==> src/rtl/change_dispenser.sv <==
// change_dispenser: coin-return controller. It accepts a change amount in
// nickel units and pays it out greedily, dimes first, as single-cycle pulses.
// It tracks hopper stock and reports any unpaid remainder.
// Optional feature: define CHANGE_DISPENSER_AUDIT_EN to add the paid_total
// running counter output.
module change_dispenser #(
  parameter int AMT_W       = 4,
  parameter int INV_W       = 6,
  parameter int NICKEL_INIT = 20,
  parameter int DIME_INIT   = 20
) (
  input  logic             clock,
  input  logic             reset,
  input  logic             req_valid,
  input  logic [AMT_W-1:0] req_amount,
  output logic             req_ready,
  input  logic             hopper_busy,
  input  logic             refill,
  output logic             nickel_out,
  output logic             dime_out,
  output logic             done,
  output logic             short,
  output logic [AMT_W-1:0] short_amount,
  output logic [INV_W-1:0] nickel_stock,
  output logic [INV_W-1:0] dime_stock
`ifdef CHANGE_DISPENSER_AUDIT_EN
  ,
  output logic [15:0]      paid_total
`endif
);

  typedef enum logic [2:0] {IDLE, EVAL, DIME, NICKEL, GAP, DONE} state_t;

  state_t           state, state_nxt;
  logic [AMT_W-1:0] rem;

  // State register.
  always_ff @(posedge clock) begin
    if (reset) state <= IDLE;
    else       state <= state_nxt;
  end

  // Next-state logic: one coin decision per EVAL visit, dimes preferred.
  // A dime needs rem>=2 so the customer is never overpaid.
  always_comb begin
    state_nxt = state;
    case (state)
      IDLE:   if (req_valid) state_nxt = EVAL;
      EVAL: begin
        if (!hopper_busy) begin
          if (rem >= AMT_W'(2) && dime_stock != '0)
            state_nxt = DIME;
          else if (rem != '0 && nickel_stock != '0)
            state_nxt = NICKEL;
          else
            state_nxt = DONE;
        end
      end
      DIME:   state_nxt = GAP;
      NICKEL: state_nxt = GAP;
      GAP:    state_nxt = EVAL;
      DONE:   state_nxt = IDLE;
      default: state_nxt = IDLE;
    endcase
  end

  // Moore outputs decoded from state only.
  always_comb begin
    req_ready  = (state == IDLE);
    dime_out   = (state == DIME);
    nickel_out = (state == NICKEL);
    done       = (state == DONE);
  end

  // Datapath: remainder, stocks and shortfall. Coin side-effects are applied
  // on the EVAL->coin edge so stock changes line up with the pulse cycle.
  always_ff @(posedge clock) begin
    if (reset) begin
      rem          <= '0;
      nickel_stock <= INV_W'(NICKEL_INIT);
      dime_stock   <= INV_W'(DIME_INIT);
      short        <= 1'b0;
      short_amount <= '0;
    end else begin
      case (state)
        IDLE: begin
          if (refill) begin
            nickel_stock <= INV_W'(NICKEL_INIT);
            dime_stock   <= INV_W'(DIME_INIT);
          end
          if (req_valid) begin
            rem          <= req_amount;
            short        <= 1'b0;
            short_amount <= '0;
          end
        end
        EVAL: begin
          case (state_nxt)
            DIME: begin
              rem        <= rem - AMT_W'(2);
              dime_stock <= dime_stock - INV_W'(1);
            end
            NICKEL: begin
              rem          <= rem - AMT_W'(1);
              nickel_stock <= nickel_stock - INV_W'(1);
            end
            DONE: begin
              short        <= (rem != '0);
              short_amount <= rem;
            end
            default: ;
          endcase
        end
        default: ;
      endcase
    end
  end

`ifdef CHANGE_DISPENSER_AUDIT_EN
  // Running total of nickel units ejected; survives refill, wraps at 2^16.
  always_ff @(posedge clock) begin
    if (reset)
      paid_total <= '0;
    else if (state == EVAL && state_nxt == DIME)
      paid_total <= paid_total + 16'd2;
    else if (state == EVAL && state_nxt == NICKEL)
      paid_total <= paid_total + 16'd1;
  end
`endif

endmodule

==> config.mk <==
export PLATFORM = sky130hd
export DESIGN_NAME = change_dispenser
export DESIGN_NICKNAME = d
export VERILOG_FILES = /design/src/rtl/change_dispenser.sv
export SDC_FILE = /design/constraint.sdc
export NUM_CORES = 1
export LEC_CHECK = 0
export BUFFER_PORTS_ARGS = -buffer_cell sky130_fd_sc_hd__clkbuf_2
export CORE_ASPECT_RATIO = 1.25
export CORE_MARGIN = 5
export CORE_UTILIZATION = 24
export CTS_BUF_LIST = sky130_fd_sc_hd__clkbuf_2
export CTS_CLUSTER_SIZE = 25
export DETAILED_ROUTE_END_ITERATION = 8
export SLEW_MARGIN = 25
export SYNTH_ARGS = -nofsm -noshare
export SYNTH_HDL_FRONTEND = slang
export SYNTH_SLANG_ARGS = --single-unit
==> constraint.sdc <==
create_clock -name clock -period 4.4 [get_ports clock]
set_clock_uncertainty 0.1 [all_clocks]
set_input_delay 0.22 -clock clock [delete_from_list [all_inputs] [get_ports clock]]
set_output_delay 0.22 -clock clock [all_outputs]
set_load 0.02 [all_outputs]
# Yosys cells after proc, flatten, opt, wreduce, memory -nomap -nowiden
# Index checks and enable logic that the tools add are counted.
[classes]
addsub = 4
n_mul = 0
div_mod_pow = 0
order_cmp = 1
n_eq_ne = 14
n_shift = 0
n_mux = 19
n_bitwise = 0
n_reduce_logical = 12
[ops]
columns = ["op", "n"]
rows = [
  ["one-hot mux 4 bit (2 select lines)", 3],
  ["one-hot mux 6 bit (2 select lines)", 2],
  ["two-way mux 6 bit", 3],
  ["equality test 3 x 2 -> 1 bit, second input constant", 4],
  ["two-way mux 3 bit", 4],
  ["two-way mux 4 bit", 3],
  ["one-hot mux 3 bit (4 select lines)", 1],
  ["AND reduction 3 bit", 4],
  ["nonzero test 6 bit", 2],
  ["subtractor 6 x 1 -> 6 bit, second input constant", 2],
  ["equality test 3 bit, second input constant", 3],
  ["inequality test 2 bit, second input constant", 3],
  [">= comparator 4 x 2 -> 1 bit, second input constant", 1],
  ["inequality test 2 x 1 -> 1 bit, second input constant", 2],
  ["nonzero test 4 bit", 1],
  ["subtractor 4 x 1 -> 4 bit, second input constant", 1],
  ["subtractor 4 x 2 -> 4 bit, second input constant", 1],
  ["equality test 3 x 1 -> 1 bit, second input constant", 1],
  ["zero test 3 bit", 1],
  ["inequality test 3 bit, second input constant", 1],
  ["logical AND 1 bit", 2],
  ["two-way mux 1 bit", 2],
  ["one-hot mux 1 bit (2 select lines)", 1],
  ["nonzero test 2 bit", 1],
  ["OR reduction 2 bit", 1],
]
[totals]
reg_bits = 24
latch_bits = 0
ramBits = 0
romBits = 0
input_bits = 9
out_inout_bits = 21
word_cells = 56
n_memories = 0

# Longest topological paths before layout
# Gate-level depths: netlist (run 1).
[logic_depth]
depth_word = 9
depth_mapped = 7
mapped_depth_nobuf = 7

# Worst setup path before layout (run 1)
# OpenSTA, ideal clock, no wires.
[synth_timing]
kind = "reg-to-reg"
from = "register dime_stock[0]"
to = "register nickel_stock[5]"
setup_time_ps = 118
t_arrival_ps = 1945
required_time_ps = 4182
setup_slack_ps = 2237
stages_incl_launch_ff = 8
n_path_buf = 0
synth_period_minus_slack_ps = 2163
path_cell_list = "dfxtp_1 -> inv_1 -> ha_1 -> or4b_4 -> o21ai_4 -> a21oi_4 -> or4_4 -> mux2i_1"
[synth_via]
elab_chain_cells = 8
[synth_rtl]
columns = ["item", "line", "source"]
rows = [
  ["start: declaration", "25", "output logic [INV_W-1:0] dime_stock"],
  ["start signal: assignment", "81", "dime_stock <= INV_W'(DIME_INIT);"],
  ["start signal: assignment", "89", "dime_stock <= INV_W'(DIME_INIT);"],
  ["start signal: assignment", "101", "dime_stock <= dime_stock - INV_W'(1);"],
  ["nonzero test 6 bit", "51", "if (rem >= AMT_W'(2) && dime_stock != '0)"],
  ["logical AND 1 bit", "51", ""],
  ["two-way mux 3 bit", "51", ""],
  ["two-way mux 3 bit", "50", "if (!hopper_busy) begin"],
  ["one-hot mux 3 bit (4 select lines)", "47", "case (state)"],
  ["equality test 3 x 2 -> 1 bit", "98", "case (state_nxt)"],
  ["inequality test 2 bit (no line)", "n/a", ""],
  ["AND reduction 3 bit (no line)", "n/a", ""],
  ["end signal: assignment", "80", "nickel_stock <= INV_W'(NICKEL_INIT);"],
  ["end signal: assignment", "88", "nickel_stock <= INV_W'(NICKEL_INIT);"],
  ["end signal: assignment", "105", "nickel_stock <= nickel_stock - INV_W'(1);"],
  ["end: declaration", "24", "output logic [INV_W-1:0] nickel_stock,"],
]
# No other way between the ends.
# A chain may end at the register's enable or synchronous reset.

# Final worst setup path (run 1)
[layout_timing]
from = "register rem[0]"
to = "register short_amount[2]"
[layout_via]
elab_chain_cells = 9
word_cells_on_any_way = 11
classes_between = "order compare (1); eq/ne (2); mux (4); reduce/logical (4)"
[layout_rtl]
columns = ["item", "line", "source"]
rows = [
  ["start: declaration", "35", "logic [AMT_W-1:0] rem;"],
  ["start signal: assignment", "92", "rem <= req_amount;"],
  ["start signal: assignment", "100", "rem <= rem - AMT_W'(2);"],
  ["start signal: assignment", "104", "rem <= rem - AMT_W'(1);"],
  ["branches (longest 3 deep; another with >= comparator 4 x 2 -> 1 bit)", "n/a", ""],
  ["two-way mux 3 bit *", "51", ""],
  ["two-way mux 3 bit *", "50", ""],
  ["one-hot mux 3 bit (4 select lines) *", "47", ""],
  ["equality test 3 bit *", "98", ""],
  ["inequality test 2 x 1 -> 1 bit (no line) *", "n/a", ""],
  ["AND reduction 3 bit (no line) *", "n/a", ""],
  ["end signal: assignment", "109", "short_amount <= rem;"],
  ["end: declaration", "23", "output logic [AMT_W-1:0] short_amount,"],
]
# Mark *: on every way between the ends.

==> results.json, run 1 <==
{
  "status": "finished, final reports clean",
  "tns_ps": 0,
  "clockBufferDepth": 2,
  "grt_antenna_before_repair": 0,
  "min_period_over_period_pct": 56.31,
  "max-vdd-ir-drop_mv": 0.1275,
  "ys.flop_type": "dfxtp_1",
  "hold_class": "input port to flop",
  "die_w_microns": 78.96,
  "nFillCells": 608,
  "yosysWarningCount": 0,
  "synthesis.area_sq_um": 1426,
  "yosysMostFrequentCell": "dfxtp_1",
  "synthesis.nets": 186,
  "critPathMaxFanout": 5,
  "synth_top_area_cell": "dfxtp_1",
  "ys_top_cells_by_area": "dfxtp_1 34%, ha_1 6.1%, a21oi_1 3.9%",
  "maxSlewViolCount": 0,
  "p_leak_nw": 0.6761,
  "rsz0062_at_grt": "false",
  "grt_pass1_wl_mm": 6.354,
  "syn_area_per_cell_sq_um": 8.390,
  "ios": 30,
  "clk_pin_slew_worst_paths_ps": 250,
  "die_h_microns": 96.19,
  "syn_inst": 170,
  "pwr-share-seq_pct": 44.2,
  "hold_viol": 0,
  "grt_pass1_vias": 1345,
  "ant_nets": 0,
  "place_hpwl_mm": 2.793,
  "worst_pin_slew_ps": 671.3,
  "synth_seq_area_share_pct": 33.68,
  "worst_setup_path_start_kind": "flop",
  "critPathRequiredTime_ps": 4580,
  "vias": 1340,
  "max_freq_mhz": 403.6,
  "fp-row-count": 31,
  "swShare_pct": 41.66,
  "synth_edf_count": 0,
  "drive_gt1_share_pct": 21.11,
  "area_growth_pct": 17.11,
  "combPwrFrac_pct": 40.6,
  "grt_usage_pct": 10.40,
  "asyncSetResetFlopFracSynth_pct": 0,
  "place_congestion": 0.7666,
  "synth.top_cell.area_share_pct": 33.68,
  "endpoint_kind": "flop",
  "drtPass1Iterations": 4,
  "grt_overflow": 0,
  "start_util_pct": 24.68,
  "antenna_cells": 0,
  "core_area_sq_um": 5779,
  "period_minus_slack_ps": 2478,
  "synth_seq_cells": 24,
  "drcViolationCount": 0,
  "setup_viol": 0,
  "wl_mm": 3.734,
  "cts_made_buffers": 3,
  "initialDrtViolationCount": 50,
  "final_area_sq_um": 1670,
  "clk-insertion-delay-late_ps": 360,
  "viasPerCell": 5.057,
  "cts.sinks": 24,
  "cap_viol_max_count": 0,
  "fin_hold_ws_ps": 122.5,
  "arrival_ps": 2660,
  "yosysUniqueCellTypes": 44,
  "p_sw_mw": 0.2531,
  "cts_tree": "yes",
  "p_clk_share_pct": 15.2,
  "port_buffers": 29,
  "dpl_cell_area_sq_um": 1632,
  "die-area_sq_um": 7595,
  "p_per_area_nw_per_um2": 363.7,
  "nets": 216,
  "maxSlewHeadroom_pct": 55.15,
  "htreeDepth": 1,
  "cts_root_buffer": "clkbuf_2",
  "fin_util_pct": 28.90,
  "path_class": "flop to flop",
  "synth_common_cells": "24 x dfxtp_1, 14 x nor2_1, 13 x inv_1",
  "post_drt_wl_per_cell_microns": 14.09,
  "grt_max_degree": 16,
  "power.internal_mw": 0.3545
}
## cells by family (layout without fill, tap and decap cells)
| kind of cell | after synthesis | after routing | synth area share [%] |
|---|---|---|---|
| flip-flops | 24 | 24 | 33.68 |
| XOR/XNOR | 4 | 4 | 2.457 |
| AND/OR/NAND/NOR | 61 | 61 | 24.30 |
| AO/OA/AOI/OAI | 53 | 53 | 27.02 |
| multiplexers | 2 | 2 | 1.404 |
| buffers and inverters | 19 | 48 | 5.000 |
| adder cells (fa/ha/maj) | 7 | 7 | 6.140 |
## placed cells by master (no fill, tap or decap), drive strengths merged, types with 3 or more instances in the layout
cell,instances
a211oi,7
a31oi,3
inv,13
nand2,10
xnor2,3
dfxtp,24
a21oi,12
or3,6
nand3,4
and2,3
nand2b,5
o21a,3
a32o,5
nor3,4
clkbuf,32
ha,7
nor2,14
nor3b,3
o211ai,4
o21ai,11
## layer usage
metal | share of wire [%] | track usage (%) | vias up | routed length, microns
li1 | - | - | 675 | -
met1 | 47 | 12.85 | 635 | 1770
met2 | 47 | 17.85 | 26 | 1738
met3 | 4.8 | 2.434 | 4 | 181
met4 | 1.2 | 3.438 | 0 | 43
met5 | 0 | 0 | - | 0
## power by group through the flow
stage	registers (mW)	clock network [mW]	logic (mW)
finish	0.269	0.0922	0.247
global route	0.273	0.105	0.278
CTS	0.268	0.0956	0.248
detailed placement	0.273	0	0.244
global placement	0.272	0	0.242
floorplan	0.272	0	0.182
## state kept, by name (all words and copies together) (netlist names)
| signal | cells |
|---|---|
| dime_stock | 6 |
| nickel_stock | 6 |
| rem | 4 |
| short | 1 |
| short_amount | 4 |
| state | 3 |
## repair_timing
| item | in CTS | in global routing |
|---|---|---|
| gates resized for setup | 0 | 0 |
| setup endpoints to repair | 0 | 0 |
| setup buffers | 0 | 0 |
| hold buffers | 2 | 0 |
| hold endpoints to repair | 6 | 0 |
## worst max-delay path, cell delays in order, from the launching register on
cell	delay (ps)
dfxtp_1	480
inv_1	110
ha_1	200
or4_1	520
o21a_1	220
nor3_2	270
o21ai_1	200
a32o_1	300
## through the flow
stage / power, mW / setup WS (ps) / instances
detailed placement: 0.5164 / 2007 / 259
CTS: 0.6117 / 1969 / 265
finish: 0.6076 / 1922 / 265
global route: 0.6563 / 1791 / 265
floorplan: 0.4533 / 2237 / 170
global placement: 0.5136 / 2031 / 259
## path summary, 6_finish.rpt
check / slack, ps / startpoint / cells past startpoint / end
hold / removal: 120 / req_amount[1] / 4 / rem[1]
setup / recovery: 1920 / rem[0] / 7 / short_amount[2]
setup reg to reg: 1920 / rem[0] / 7 / short_amount[2]
hold reg to reg: 420 / nickel_stock[0] / 2 / nickel_stock[0]
## cell type report
class                   count  area, sq um  area share (%)
clock buffers               3        15.01          0.8989
flip-flops and latches     24        480.5           28.76
inverters                  13        48.80           2.921
clock inverters             1        3.754          0.2247
repair buffers             31        165.2           9.888
well taps                  66        82.58           4.944
multi-input cells         127        874.6           52.36
No activity file was read; power rests on OpenSTA's default activity.
==> inputs of run 2 (changes only) <==
--- a/config.mk
+++ b/config.mk
@@ -5,6 +5,7 @@
 export SDC_FILE = /design/constraint.sdc
 export NUM_CORES = 1
 export LEC_CHECK = 0
+export ABC_AREA = 1
 export BUFFER_PORTS_ARGS = -buffer_cell sky130_fd_sc_hd__clkbuf_2
 export CORE_ASPECT_RATIO = 1.25
 export CORE_MARGIN = 5
==> constraint.sdc (replaced) <==
create_clock -name clock -period 2.2 [get_ports clock]
set_clock_uncertainty 0.1 [all_clocks]
set_input_delay 0.11 -clock clock [delete_from_list [all_inputs] [get_ports clock]]
set_output_delay 0.11 -clock clock [all_outputs]
set_load 0.02 [all_outputs]
==> run 2 against run 1 <==
Critical path depth grew 5; clock-buffer cell count did not move; cell count rose by 24%; global-route usage fell by 0.99 points.
==> results.json, run 2 <==
{
  "synth_top_area_cell": "dfxtp_1",
  "ios": 30,
  "vias": 1397,
  "synth_edf_count": 0,
  "endpoint_kind": "flop",
  "p_per_area_nw_per_um2": 926.7,
  "clk-insertion-delay-late_ps": 340,
  "tns_ps": 0,
  "critPathMaxFanout": 6,
  "synthesis.nets": 228,
  "place_hpwl_mm": 2.693,
  "rsz0062_at_grt": "false",
  "path_class": "flop to flop",
  "nFillCells": 652,
  "status": "finished, final reports clean",
  "p_leak_nw": 0.8079,
  "grt_pass1_wl_mm": 5.989,
  "cts_root_buffer": "clkbuf_2",
  "period_minus_slack_ps": 1954,
  "die_h_microns": 97.17,
  "cap_viol_max_count": 0,
  "drtPass1Iterations": 4,
  "max_freq_mhz": 511.8,
  "largestRegisters": "dime_stock x6, nickel_stock x6",
  "asyncSetResetFlopFracSynth_pct": 0,
  "nets": 264,
  "ys_top_cells_by_area": "dfxtp_1 33%, nor2_1 9.8%, nand2_1 8.7%",
  "synth_common_cells": "38 x nor2_1, 34 x nand2_1, 24 x dfxtp_1",
  "hold_depth": 7,
  "hold_class": "input port to flop",
  "antenna_cells": 0,
  "place_congestion": 0.8373,
  "yosysWarningCount": 0,
  "grt_overflow": 0,
  "die_w_microns": 79.74,
  "synth_seq_area_share_pct": 32.93,
  "post_drt_wl_per_cell_microns": 10.42,
  "grt_usage_pct": 9.411,
  "max-vdd-ir-drop_mv": 0.4572,
  "clk_pin_slew_worst_paths_ps": 230,
  "final_cell_mix": "38 x nor2_1, 34 x nand2_1, 32 x clkbuf_2",
  "hold_viol": 0,
  "start_util_pct": 24.91,
  "clockBufferDepth": 2,
  "place_inst": 320,
  "rr_worst_depth": 12,
  "yosysUniqueCellTypes": 26,
  "wl_mm": 3.429,
  "die-area_sq_um": 7748,
  "syn_area_per_cell_sq_um": 6.882,
  "ys.flop_type": "dfxtp_1",
  "initialDrtViolationCount": 50,
  "core_area_sq_um": 5857,
  "finalNonFillerCells": 329,
  "fp-row-count": 31,
  "yosysMostFrequentCell": "nor2_1",
  "cts.sinks": 24,
  "synthesis.area_sq_um": 1459,
  "setup_viol": 0,
  "grt_max_degree": 20,
  "final_area_sq_um": 1760,
  "htreeDepth": 1,
  "arrival_ps": 2130,
  "worst_setup_path_start_kind": "flop",
  "min_period_over_period_pct": 88.81,
  "maxSlewViolCount": 0,
  "final_common_cell": "nor2_1",
  "area_growth_pct": 20.67,
  "drcViolationCount": 0,
  "synth_seq_cells": 24,
  "dpl_cell_area_sq_um": 1690,
  "syn_inst": 212,
  "grt_pass1_vias": 1342,
  "synth.top_cell.area_share_pct": 32.93,
  "maxSlewHeadroom_pct": 74.03,
  "viasPerCell": 4.246,
  "worst_pin_slew_ps": 389.2,
  "port_buffers": 29,
  "cts_made_buffers": 3,
  "ant_nets": 0,
  "cts_tree": "yes",
  "drive_gt1_share_pct": 24.70,
  "critPathRequiredTime_ps": 2370,
  "grt_antenna_before_repair": 0
}
## run 2: cell count changes in the layout (fill, tap and decap cells not counted), sizes merged, moves of 6 or more
cell	change
nand3	+15
inv	+13
or3	-6
nor2	+30
o21ai	+9
a211oi	-7
nand2	+32
## run 2: kinds of logic (layout without fill, tap and decap cells)
family          Yosys count  count (layout)  share of synthesized area, %
simple gates            110             110                         37.22
compound gates           37              37                         13.21
buf+inv                  30              65                         8.233
flops                    24              24                         32.93
fa+ha+maj                 7               7                         6.003
xor+xnor                  4               4                         2.401
## run 2: per-stage QoR
step	power (mW)	utilization (%)	worst slack (ps)	hold slack, ps
CTS	1.651	30.04	202.7	9.922
detailed placement	1.465	28.86	237.9	282.9
finish	1.631	30.06	246.1	28.52
floorplan	1.264	-	418.8	79.07
global placement	1.463	28.86	215.6	278.9
global route	1.801	30.06	4.804	9.938
## run 2: final timing paths
check	start	to	slack (ps)
setup / recovery	rem[0]	short_amount[1]	250
setup reg to reg	rem[0]	short_amount[1]	250
hold / removal	req_amount[3]	rem[3]	30
hold reg to reg	dime_stock[0]	dime_stock[0]	400
## run 2: cell type report
cell class | instances | area [sq um] | area share (%)
tap | 82 | 102.6 | 5.828
sequential | 24 | 481.7 | 27.36
inverter | 27 | 103.9 | 5.899
multi-input combinational | 158 | 858.3 | 48.76
timing repair buffer | 34 | 195.2 | 11.09
clock inverter | 1 | 3.754 | 0.2132
clock buffer | 3 | 15.01 | 0.8529
## run 2: worst max-delay path: stages (launching register included)
cell	delay, ps
dfxtp_2	400
inv_1	90
ha_1	210
nor2_1	130
nand2_2	80
nand2_2	60
nor2_2	50
nor2_4	160
nand3_1	140
nand2_1	100
nand2_2	90
o21ai_0	200
nor2_1	60
## run 2: where the power goes
| group | leakage (nW) | internal, mW | switching, mW | total (mW) |
|---|---|---|---|---|
| sequential | 0.197 | 0.526 | 0.0849 | 0.611 |
| clock | 0.0140 | 0.0395 | 0.134 | 0.174 |
| combinational | 0.596 | 0.287 | 0.559 | 0.846 |
## run 2: layer usage
metal  share of wire (%)  up-vias  track usage [%]  wire [microns]
li1                    -      748                -               -
met1                  45      617            10.90            1536
met2                  49       30            17.23            1690
met3                 5.2        2            2.505             178
met4                0.70        0            1.560              24
met5                   0        -                0               0
## run 2: repair_timing
action,4_1_cts,5_1_grt
endpoints found under the hold margin,9,0
hold buffers,5,0
resized for setup,0,1
setup endpoints to repair,0,2
setup buffers,0,0
